===== src/rtl/lc3_mem_pkg.sv =====
// Shared types for the LC-3 data-memory sequencer: access-stage encodings and FSM states.
package lc3_mem_pkg;

  localparam int WORD_W = 16;

  typedef enum logic [1:0] {
    READ     = 2'd0,
    READ_IND = 2'd1,
    WRITE    = 2'd2,
    IDLE     = 2'd3
  } mem_state_t;

  typedef enum logic [2:0] {
    S_IDLE,
    S_F_RD,
    S_D_PTR,
    S_D_RD,
    S_D_WR,
    S_RESP
  } seq_state_t;

endpackage


===== src/rtl/lc3_phase_timer.sv =====
// 4-bit loadable down-counter timing one memory phase; done is high while the count is zero.
module lc3_phase_timer (
  input  logic       clock,
  input  logic       reset,
  input  logic       load,
  input  logic [3:0] load_val,
  output logic       done
);

  logic [3:0] cnt;

  always_ff @(posedge clock or posedge reset) begin
    if (reset) begin
      cnt <= 4'd0;
    end else if (load) begin
      cnt <= load_val;
    end else if (cnt != 4'd0) begin
      cnt <= cnt - 4'd1;
    end
  end

  assign done = (cnt == 4'd0);

endmodule


===== src/rtl/lc3_mem_sequencer.sv =====
// Arbitrates fetch and load/store requesters onto the single LC-3 memory access stage,
// sequencing direct accesses as one phase and LDI/STI as pointer phase plus data phase.
module lc3_mem_sequencer
  import lc3_mem_pkg::*;
#(
  parameter int ACCESS_CYCLES = 1
) (
  input  logic              clock,
  input  logic              reset,
  input  logic              f_req,
  input  logic [WORD_W-1:0] f_addr,
  output logic              f_ack,
  output logic [WORD_W-1:0] f_rdata,
  input  logic              d_req,
  input  logic              d_write,
  input  logic              d_indirect,
  input  logic [WORD_W-1:0] d_addr,
  input  logic [WORD_W-1:0] d_wdata,
  output logic              d_ack,
  output logic [WORD_W-1:0] d_rdata,
  output logic [1:0]        mem_state,
  output logic              m_control,
  output logic [WORD_W-1:0] m_addr,
  output logic [WORD_W-1:0] m_data,
  input  logic [WORD_W-1:0] memout,
  output logic              busy
);

  localparam logic [3:0] RELOAD = 4'(ACCESS_CYCLES - 1);

  seq_state_t        state, next_state;
  mem_state_t        ms;
  logic [WORD_W-1:0] f_addr_q, d_addr_q, wdata_q, ptr_q;
  logic              write_q, indirect_q;
  logic              sel_fetch_q;
  logic              last_data_q;   // 1 = data was granted last, 0 = fetch
  logic              timer_load, phase_done;
  logic              grant_d, grant_f;

  lc3_phase_timer u_timer (
    .clock    (clock),
    .reset    (reset),
    .load     (timer_load),
    .load_val (RELOAD),
    .done     (phase_done)
  );

  // On a tie, the requester that was not served last wins.
  assign grant_d = d_req && (!f_req || !last_data_q);
  assign grant_f = f_req && !grant_d;

  always_ff @(posedge clock or posedge reset) begin
    if (reset) begin
      state <= S_IDLE;
    end else begin
      state <= next_state;
    end
  end

  always_comb begin
    next_state = state;
    timer_load = 1'b0;
    case (state)
      S_IDLE: begin
        if (grant_d) begin
          timer_load = 1'b1;
          if (d_indirect)   next_state = S_D_PTR;
          else if (d_write) next_state = S_D_WR;
          else              next_state = S_D_RD;
        end else if (grant_f) begin
          timer_load = 1'b1;
          next_state = S_F_RD;
        end
      end
      S_F_RD, S_D_RD, S_D_WR: begin
        if (phase_done) next_state = S_RESP;
      end
      S_D_PTR: begin
        if (phase_done) begin
          timer_load = 1'b1;
          next_state = write_q ? S_D_WR : S_D_RD;
        end
      end
      S_RESP:  next_state = S_IDLE;
      default: next_state = S_IDLE;
    endcase
  end

  always_ff @(posedge clock or posedge reset) begin
    if (reset) begin
      f_addr_q    <= '0;
      d_addr_q    <= '0;
      wdata_q     <= '0;
      ptr_q       <= '0;
      write_q     <= 1'b0;
      indirect_q  <= 1'b0;
      sel_fetch_q <= 1'b0;
      last_data_q <= 1'b0;
      f_rdata     <= '0;
      d_rdata     <= '0;
    end else begin
      if (state == S_IDLE) begin
        if (grant_d) begin
          d_addr_q    <= d_addr;
          wdata_q     <= d_wdata;
          write_q     <= d_write;
          indirect_q  <= d_indirect;
          sel_fetch_q <= 1'b0;
          last_data_q <= 1'b1;
        end else if (grant_f) begin
          f_addr_q    <= f_addr;
          sel_fetch_q <= 1'b1;
          last_data_q <= 1'b0;
        end
      end
      // memout is only trusted on the final cycle of a phase.
      if (phase_done) begin
        if (state == S_D_PTR) ptr_q   <= memout;
        if (state == S_F_RD)  f_rdata <= memout;
        if (state == S_D_RD)  d_rdata <= memout;
      end
    end
  end

  always_comb begin
    ms        = IDLE;
    m_addr    = '0;
    m_data    = '0;
    m_control = 1'b0;
    case (state)
      S_F_RD: begin
        ms     = READ;
        m_addr = f_addr_q;
      end
      S_D_PTR: begin
        ms     = READ_IND;
        m_addr = d_addr_q;
      end
      S_D_RD: begin
        ms        = READ;
        m_control = indirect_q;
        m_addr    = indirect_q ? ptr_q : d_addr_q;
      end
      S_D_WR: begin
        ms        = WRITE;
        m_control = indirect_q;
        m_addr    = indirect_q ? ptr_q : d_addr_q;
        m_data    = wdata_q;
      end
      default: ms = IDLE;
    endcase
  end

  assign mem_state = ms;
  assign f_ack     = (state == S_RESP) && sel_fetch_q;
  assign d_ack     = (state == S_RESP) && !sel_fetch_q;
  assign busy      = (state != S_IDLE);

endmodule


===== config.mk =====
export PLATFORM = sky130hd
export DESIGN_NAME = lc3_mem_sequencer
export DESIGN_NICKNAME = d
export VERILOG_FILES = /design/src/rtl/lc3_mem_pkg.sv /design/src/rtl/lc3_phase_timer.sv /design/src/rtl/lc3_mem_sequencer.sv
export SDC_FILE = /design/constraint.sdc
export NUM_CORES = 1
export LEC_CHECK = 0
export BUFFER_PORTS_ARGS = -buffer_cell sky130_fd_sc_hd__buf_2
export CAP_MARGIN = 20
export CORE_MARGIN = 8
export CORE_UTILIZATION = 38
export DETAILED_ROUTE_END_ITERATION = 8
export PLACE_DENSITY = 0.61
export REMOVE_ABC_BUFFERS = 1
export SLEW_MARGIN = 20
export SYNTH_ARGS = -nofsm -noshare
export SYNTH_HDL_FRONTEND = slang
export SYNTH_SLANG_ARGS = --single-unit
export TNS_END_PERCENT = 30

===== constraint.sdc =====
create_clock -name clock -period 9.6 [get_ports clock]
set_input_delay 0.96 -clock clock [delete_from_list [all_inputs] [get_ports clock]]
set_output_delay 0.96 -clock clock [all_outputs]
set_load 0.01 [all_outputs]

==> summary.txt <==
worst skew pair latency: 0.35 ns
top-area cell type share of the netlist area: 54.8%
CP Capture Type: primary output
setup_tns: 0 ns
dpl ws: 6.29 ns
layout overhead on the synthesized area: 22.5%
Post-route DRC: 0
Finished Core Util: 47.6%
Final WS setup: 5.89 ns
post_cts resized: 0
Worst Path Required: 8.64 ns
async set or reset register ratio after synthesis: 100%
Fillers: 1162
Seq cells post-synth: 107
die area: 16700 sq um
Hold Path Class: reg2reg
first-pass GRT wire length: 19600 microns
worst r2r path cells: 3
post-DP HPWL: 9000 microns
ys flop type: dfrtp_1
Max FO, Critical Path: 15
Cell variety after synth: 47
core area: 12600 sq um
htree depth: 3
static leakage: 2.90 nW
xor/xnor share of the synthesized area: 0.538%
vias: 3417
minimum clock period: 3.71 ns
EDFF count, synth: 0
mux share of post-synthesis cell area: 25.7%
gr ovfl total: 0
vias per cell: 5.03
Port Buffer Count: 139
Pre-antenna DRT Iters: 4
Post-DRT Antenna Nets: 0
Compound-Gate Fraction of Synth Area: 5.86%
fin nets: 577
cell taking the most area after synthesis: dfrtp_1
Die W: 129 microns
commonest cells in the netlist: dfrtp_1, mux2_2, nand2_1
Ys Warns: 0
WL final: 12400 microns
post-synthesis adder-cell area fraction: 0.512%
count leader, synth: dfrtp_1
register area share after synthesis: 54.8%
fraction of layout cells with a size suffix above 1: 53.1%
Rows: 41
synth top area cells: dfrtp_1, mux2_2, mux2i_1
Slew HR: 27.9%
Gate Count Post-Synth: 372
Fin Hold WS: 0.497 ns
initial core utilization: 38.9%
crit start category: register
Setup Fix Bufs, Post-CTS: 0
Final setup violation count: 0
largest family of logic cells by synthesized area: multiplexers
Inserted Diodes: 0
CTS root buffer: clkbuf_16
count of final hold-check violations: 0
drt initial violations: 113
total track usage: 15.4%
Crit Path Class: reg2out
RSZ-0062 raised after global routing: no
post-synthesis simple-gate area fraction: 9.32%
TritonCTS clock tree: yes
hold depth: 1
Clock Skew: 0.00958 ns
Mean Syn Cell Area: 13.1 sq um
status: finished clean
clock tree buffer depth: 2
mean routed wirelength per cell: 18.2 microns
I/O pin count: 140
Fmax achieved: 270 MHz
Worst Max-Slew Pin Slew: 1.08 ns
Mapped Area: 4890 sq um
CTS Hold Bufs: 0
Num CTS Buffers: 9
largest net degree at the start of global routing: 66
Die Span Y: 129 microns
initial antenna violation count: 0
fin. max-slew vios: 0
RD Place Congestion: 0.800
PD cells: 328 nW/um^2
period utilization: 38.6%
MaxCap Viol Count: 0
Sink Count: 107
clock-pin slew on the worst setup and hold paths: 0.07 ns
maximum VDD drop: 0.146 mV
vias in the first global route: 3642
CP arrival: 2.75 ns
## power breakdown
group          switching, mW  internal (mW)
sequential             0.150          0.673
combinational          0.384          0.410
clock                  0.161          0.188
total                  0.694           1.27
## placed cells by master, fill, tap and decap left out, types with 3 or more instances in the layout
cell type,instances
and2_1,16
nand2_1,19
inv_1,12
clkbuf_16,9
xnor2_1,3
o21ai_0,13
o221ai_1,6
dfrtp_1,107
nor2b_1,5
mux2i_1,12
nor3b_2,3
nor2_1,7
o211ai_1,8
mux2_2,101
buf_2,139
nor3_1,6
or2_2,3
## worst paths after layout
kind,start,to,slack (ns)
min in group asynchronous,reset,wdata_q[5],0.65
max reg2reg,state[0],f_rdata[0],6.59
max in group asynchronous,reset,f_rdata[3],7.73
min reg2reg,wdata_q[6],wdata_q[6],0.50
max,indirect_q,m_addr[13],5.89
min,wdata_q[6],wdata_q[6],0.50
## worst max-delay path, cell delays in order, from the launching register on
cell and delay (ns):
dfrtp_1 0.70, nand2_1 0.42, a2bb2oi_1 0.90, o211ai_1 0.18, buf_2 0.19
## sequential cells by signal, indices dropped and copies added (netlist names)
name and count:
f_addr_q 16, write_q 1, state 3, u_timer.cnt 4, d_addr_q 16, ptr_q 16, wdata_q 16, sel_fetch_q 1
indirect_q 1, f_rdata 16, last_data_q 1, d_rdata 16
## cell type report
cell class / instances / area (sq um) / area share, %
Clock buffer: 11 / 253 / 4.22
Sequential cell: 107 / 2680 / 44.7
Clock inverter: 3 / 22.5 / 0.376
Tap cell: 172 / 215 / 3.60
Multi-Input combinational cell: 234 / 2060 / 34.5
Timing Repair Buffer: 140 / 703 / 11.7
Inverter: 13 / 51.3 / 0.857
## per-stage QoR
stage | cells | power (mW) | instance area (sq um)
final | 680 | 1.97 | 5980
after global routing | 680 | 2.10 | 5980
after CTS | 680 | 1.99 | 5980
after detailed placement | 666 | 1.64 | 5710
after global placement | 666 | 1.60 | 5710
after floorplan | 354 | 1.33 | 4780
## metal layers
metal  share of wire, %  wire (microns)  track usage [%]  vias up
met5                  0               0                0        -
met4                1.2             149             5.32        0
met3                9.8            1220             7.11       12
met2                 48            5940             24.9       93
met1                 41            5070             17.6     1723
li1                   -               -                -     1589
## cell families (layout without fill, tap and decap cells)
logic type	after synthesis	in the layout
fa+ha+maj	2	2
flops	107	107
simple gates	75	75
mux	113	113
xor+xnor	3	3
buf+inv	31	167
compound gates	41	41
Power figures use the tool's default switching activity.
